## src/rtl/ram_fifo_arbiter.sv

```systemverilog
// Round-robin arbiter draining fixed BURST_LEN bursts from N FWFT ToRAM FIFOs onto one
// valid/ready write-data port. Define ARB_FIXED_PRIORITY_EN for lowest-index-wins arbitration.
module ram_fifo_arbiter #(
  parameter int unsigned N         = 4,
  parameter int unsigned WIDTH     = 256,
  parameter int unsigned BURST_LEN = 8,
  parameter int          DELAY     = 1
) (
  input  logic                     CLK,
  input  logic                     RESET,
  input  logic [N-1:0]             fifo_empty,
  input  logic [N-1:0]             fifo_almost_empty,
  input  logic [N*WIDTH-1:0]       fifo_dout,
  output logic [N-1:0]             fifo_rden,
  input  logic                     out_ready,
  output logic                     out_valid,
  output logic [WIDTH-1:0]         out_data,
  output logic [$clog2(N)-1:0]     out_id,
  output logic                     out_last,
  output logic                     busy
);

  localparam int unsigned IdW   = $clog2(N);
  localparam int unsigned BeatW = $clog2(BURST_LEN);

  // DELAY is kept for interface compatibility only; the logic is delay-free.
  if (N < 2 || N > 8 || BURST_LEN < 2 || BURST_LEN > 64 ||
      (BURST_LEN & (BURST_LEN - 1)) != 0 || DELAY < 0) begin : gen_param_check
    $error("ram_fifo_arbiter: illegal parameter combination");
  end

  typedef enum logic {StIdle, StBurst} state_e;

  state_e           state_q, state_d;
  logic [IdW-1:0]   grant_q, grant_d;
  logic [BeatW-1:0] beat_q, beat_d;
`ifndef ARB_FIXED_PRIORITY_EN
  logic [IdW-1:0]   ptr_q, ptr_d;
`endif

  logic [N-1:0]   eligible;
  logic           hit;
  logic [IdW-1:0] pick;
  logic [IdW-1:0] cand;
  logic           handshake;

  assign eligible  = ~fifo_empty & ~fifo_almost_empty;
  assign handshake = out_valid && out_ready;

  // First eligible requester in search order.
  always_comb begin
    hit  = 1'b0;
    pick = '0;
    cand = '0;
    for (int unsigned i = 0; i < N; i++) begin
`ifdef ARB_FIXED_PRIORITY_EN
      cand = IdW'(i);
`else
      cand = IdW'((32'(ptr_q) + 1 + i) % N);
`endif
      if (!hit && eligible[cand]) begin
        hit  = 1'b1;
        pick = cand;
      end
    end
  end

  always_comb begin
    state_d = state_q;
    grant_d = grant_q;
    beat_d  = beat_q;
`ifndef ARB_FIXED_PRIORITY_EN
    ptr_d   = ptr_q;
`endif
    unique case (state_q)
      StIdle: begin
        if (hit) begin
          state_d = StBurst;
          grant_d = pick;
          beat_d  = '0;
`ifndef ARB_FIXED_PRIORITY_EN
          ptr_d   = pick;
`endif
        end
      end
      StBurst: begin
        if (handshake) begin
          beat_d = beat_q + 1'b1;
          if (out_last) state_d = StIdle;
        end
      end
      default: state_d = StIdle;
    endcase
  end

  always_ff @(posedge CLK) begin
    if (RESET) begin
      state_q <= StIdle;
      grant_q <= '0;
      beat_q  <= '0;
`ifndef ARB_FIXED_PRIORITY_EN
      ptr_q   <= IdW'(N - 1);
`endif
    end else begin
      state_q <= state_d;
      grant_q <= grant_d;
      beat_q  <= beat_d;
`ifndef ARB_FIXED_PRIORITY_EN
      ptr_q   <= ptr_d;
`endif
    end
  end

  always_comb begin
    out_data  = '0;
    for (int unsigned i = 0; i < N; i++) begin
      if (grant_q == IdW'(i)) out_data = fifo_dout[i*WIDTH +: WIDTH];
    end
    out_id    = grant_q;
    busy      = (state_q == StBurst);
    out_valid = busy && !fifo_empty[grant_q];
    out_last  = out_valid && (beat_q == BeatW'(BURST_LEN - 1));
    fifo_rden = '0;
    // Pop is combinational so the FWFT head advances in the same cycle as the handshake.
    fifo_rden[grant_q] = handshake;
  end

endmodule

```

## config.mk

```make
export PLATFORM = sky130hd
export DESIGN_NAME = ram_fifo_arbiter
export DESIGN_NICKNAME = d
export VERILOG_FILES = /design/src/rtl/ram_fifo_arbiter.sv
export SDC_FILE = /design/constraint.sdc
export NUM_CORES = 1
export LEC_CHECK = 0
export ABC_AREA = 1
export BUFFER_PORTS_ARGS = -buffer_cell sky130_fd_sc_hd__buf_2
export CAP_MARGIN = 10
export CORE_AREA = 2 2 505 507
export DETAILED_ROUTE_END_ITERATION = 10
export DIE_AREA = 0 0 507 509
export PLACE_DENSITY = 0.3
export SETUP_SLACK_MARGIN = 0.3
export SYNTH_ARGS = -nofsm -noshare
export SYNTH_HDL_FRONTEND = slang
export SYNTH_SLANG_ARGS = --single-unit
```

## constraint.sdc

```tcl
create_clock -name CLK -period 3.3 [get_ports CLK]
set_input_delay 0.66 -clock CLK [delete_from_list [all_inputs] [get_ports CLK]]
set_output_delay 0.66 -clock CLK [all_outputs]
set_load 0.005 [all_outputs]
```

Yosys cells after proc, flatten, opt, wreduce, memory -nomap -nowiden
Cells that the tools add are included.

storage, ports and cells
  word-level logic and storage cells = 71
  register bits after elaboration = 8

operators by class
  magnitude comparators = 6
  equal/unequal tests = 6
  reductions and logical operators = 14
  $add $sub $neg = 5
  multiplexer cells = 31
  bitwise gates (word level) = 5

operators by type and width
  operator                                                                              number
  256-bit 2-to-1 mux                                                                    4
  2-bit by 3-bit less-than comparator with 1-bit output (second input constant)         5
  1-bit 2-to-1 mux                                                                      13
  1-bit binary-select mux with 2-bit select                                             5
  4-bit AND                                                                             2
  2-bit 2-to-1 mux                                                                      4
  4-bit inverter                                                                        2
  1-bit logical AND                                                                     7
  3-bit 2-to-1 mux                                                                      2
  3-bit one-hot mux with 2 select lines                                                 1
  2-bit by 1-bit adder with 2-bit output (second input constant)                        2
  2-bit adder (second input constant)                                                   2
  2-bit == test (second input constant)                                                 2
  1-bit logical NOT                                                                     4
  2-bit AND reduction                                                                   2
  3-bit by 1-bit adder with 3-bit output (second input constant)                        1
  3-bit == test (second input constant)                                                 1
  1-bit demux with 2-bit select                                                         1
  2-bit by 1-bit == test with 1-bit output (second input constant)                      1
  2-bit by 1-bit greater-or-equal comparator with 1-bit output (second input constant)  1
  2-bit logical NOT                                                                     1
  2-bit by 1-bit != test with 1-bit output (second input constant)                      1
  2-bit != test (second input constant)                                                 1
  1-bit one-hot mux with 2 select lines                                                 1
  1-bit inverter                                                                        1

Longest topological paths before layout
  word-level depth = 16
  gate-level depth with buffers = 11
  mapped depth without buffers = 10

Worst setup path before layout
No wires, ideal clock.

  kind = register to output
  start point = register grant_q[0] (netlist: out_id[0])
  end point = output port out_data[100]
  path slack = 1.294 ns
  arrival time = 1.346 ns
  buffers on the path = 3
  data required time = 2.640 ns
  cell stages (with the launch flop) = 9
  path through = dfxtp_1 > buf_4 > inv_2 > nand2_1 > inv_2 > buf_2 > clkbuf_1 > a221oi_1 > a21oi_1

between the ends
  word-level cells in the longest chain between the ends = 5
  elaborated cells on any way between the ends = 8
  those cells by class = eq/ne (3); mux (4); reduce/logical (1)

ends and longest elaborated chain
  element                           line  text
  from (decl)                       35    logic [IdW-1:0] grant_q, grant_d;
  from (signal assigned)            106   grant_q <= grant_d;
  2-bit logical NOT                 117   if (grant_q == IdW'(i)) out_data = fifo_dout[i*WIDTH +: WIDTH];
  256-bit 2-to-1 mux (3 in series)  117
  256-bit 2-to-1 mux *              117
  to (decl)                         17    output logic [WIDTH-1:0] out_data,

Mark *: on every way between the ends. The rest lies on a longest branch, timed or not.

Worst setup path in the final report
  start point = register grant_q[0] (netlist: out_id[0])
  end point = output port out_data[89]

The elaborated chain is that of the path after synthesis.

==> flow_summary.toml <==
[setup_path]
worst_ep_arrival_time_ps = 2670
cp-start-kind = "flop"
crit_slowest_cell = "nand3_2"
cp_cell_sequence = "buf_4, buf_12, nand3_2, nand4_1, buf_2"
cp_top_family = "simple AND/OR/NAND/NOR gates"
worstPathRequired_ps = 2640
worstSetupPathType = "reg -> out"
path_buf_inv = 3
crit_path_max_fanout = 90
cpPeakStageDelay_ps = 480
end_kind = "output pin"

[grt]
grt_pass1_vias = 18470
grt_max_degree = 107
grt_pass1_wl_um = 244100
grt-ovfl-total = 0
track_usage = 0.1512
antenna_found_initial = 297

[die]
num_rows = 185
fp.dieH_um = 509
fp.dieW_um = 507
io-pin-count = 1300
start_util = 0.02716
core-area_um2 = 252800
dieArea_um2 = 258100

[sta]
worst_pin_slew_ps = 1220
setup_viol = 1
period_share = 1.008
fin_crit_ps = 3328
max_freq_mhz = 300.5
clock-skew-final_ps = 0.7357
fin_tns_setup_ps = -27.89
fin_hold_ws_ps = 491.6
rsz0062_at_grt = "yes"
worst_slack_ps = -27.89
slew_headroom = 0.1867
hold_violations = 0
slew_violations = 0

[drt]
drt_iter0_drc = 1543
num_vias = 19290
drc_errors = 0
ant_nets = 0
first_pass_iters = 8
wl_per_cell_um = 33.51
routed_via_density = 3.110
totalWireLength_um = 207900

[yosys]
ys_top_cells_by_area = "nand2_1, nand4_1, a221oi_1"
synth_edf_count = 0
seq_area_frac_synth = 0.02333
ys_seq_elements = 8
yosysTopAreaCell = "nand2_1"
yosys.cell_count.top_type = "nand2_1"
synth_top_area_share = 0.3287
yosysUniqueCellTypes = 23
syn_inst = 1429
synth_commonest_cells = "nand2_1, nand3_1, nand4_1"
ys_warn_count = 0
syn_area_per_cell_um2 = 4.803
synthFlopType = "dfxtp_1"
synthesis.nets = 2466
async_flop_share = 0
synth_area_um2 = 6864

[cells_and_area]
fill_cells = 30440
nets = 3745
area_growth_pct = 183.2
final_cell_area_um2 = 19440
drive_gt1_frac = 0.5356

[place]
gp_congestion = 1.035
dp_slack_ps = -58.03
dpl_cell_area_um2 = 18340
hpwl_um = 186400
io_buffers = 1299

[outcome]
failed_checks = "setup timing"
outcome = "complete, but fails checks"

[clock_tree]
clock_path_buffers = 2
h-tree-depth = 1
insertion_delay_ps = 240
cts_tree = "built"
cts_sinks = 8
cts_buffers = 3
clock-root-buffer = "clkbuf_16"
clk_pin_slew_ps = 40

[power_and_ir_drop]
max-vdd-ir-drop_mv = 0.4398
p_per_area_nw_per_um2 = 854.3
p_total_mw = 16.60
power_leakage_nw = 8.671

[job]
cap_violations = 0

[hold_path]
min_path_type = "reg -> reg"
==> state kept, by name (all words and copies together) (netlist names) <==
signal and flops:
beat_q 3, out_id 2, ptr_q 2, busy 1
==> layout make-up <==
cell class	instances	area, um^2	area share
Inverter	14	102.6	0.005279
Multi-Input combinational cell	1265	6183	0.3181
Sequential cell	8	167.7	0.008626
Clock buffer	4	78.83	0.004056
Timing Repair inverter	2	17.52	0.0009013
Tap cell	3366	4212	0.2167
Timing Repair Buffer	1414	8347	0.4294
Antenna cell	131	327.8	0.01687
==> report_power, final <==
group / switching [mW] / internal (mW)
Combinational: 10.5 / 5.68
Sequential: 0.0739 / 0.133
Clock: 0.0592 / 0.162
Total: 10.6 / 5.98
==> per-stage QoR <==
stage,utilization,std cells
after CTS,0.07507,6070
after floorplan,-,1429
final,0.07689,6204
after global placement,0.07256,6039
after detailed placement,0.07256,6039
after global routing,0.07615,6129
==> kinds of logic (layout without fill, tap and decap cells) <==
logic type,Yosys count,count (layout),share of synthesized area
other cells,0,131,0
flops,8,8,0.02333
buf+inv,156,1434,0.09242
simple gates,1040,1040,0.6584
compound gates,223,223,0.2222
fa+ha+maj,2,2,0.003645
==> worst reg2reg max path: stages (launching register included) <==
cell and delay (ps):
dfxtp_1 540, inv_4 100, nand2_1 110, nand3_1 80
nand2_1 200, nand3_2 140, o21bai_4 250, nand2_1 80
a21oi_1 350
==> cells in the final DEF, fill, tap and decap left out, types with 3 or more instances in the layout <==
master | netlist | final
diode_2 | 0 | 131
nand4_1 | 154 | 154
clkbuf_16 | 0 | 6
buf_4 | 1 | 82
nor2_1 | 118 | 118
buf_12 | 0 | 39
nand2_4 | 0 | 3
bufbuf_16 | 0 | 6
a221oi_1 | 105 | 103
nand2_1 | 601 | 594
buf_2 | 28 | 1272
nand3_2 | 1 | 6
inv_2 | 6 | 3
a21oi_1 | 114 | 113
nand2_2 | 2 | 4
buf_16 | 0 | 11
nand3_1 | 162 | 156
inv_1 | 7 | 6
dfxtp_1 | 8 | 6
==> routing by layer <==
metal / GRT usage / share of wire / up-vias
met5: 0.001111 / 0.0055 / -
met4: 0.05220 / 0.047 / 164
met3: 0.08204 / 0.13 / 592
met2: 0.2443 / 0.44 / 1718
met1: 0.1674 / 0.38 / 9049
li1: - / - / 7769
==> worst paths after layout <==
kind,slack (ps),endpoint,startpoint,cells past startpoint
max reg2reg,1310,out_id[1],ptr_q[0],8
min,490,beat_q[1],beat_q[1],2
min reg2reg,490,beat_q[1],beat_q[1],2
max,-30,out_data[89],out_id[0],5
==> timing repair <==
item                                    CTS  global route
hold buffers                              0             0
pin swaps                                 8             3
endpoints found under the setup margin  172            16
setup buffers                            19             0
cloned                                    8             3
resized for setup                        30            10
(Power assumes the default switching activity.)
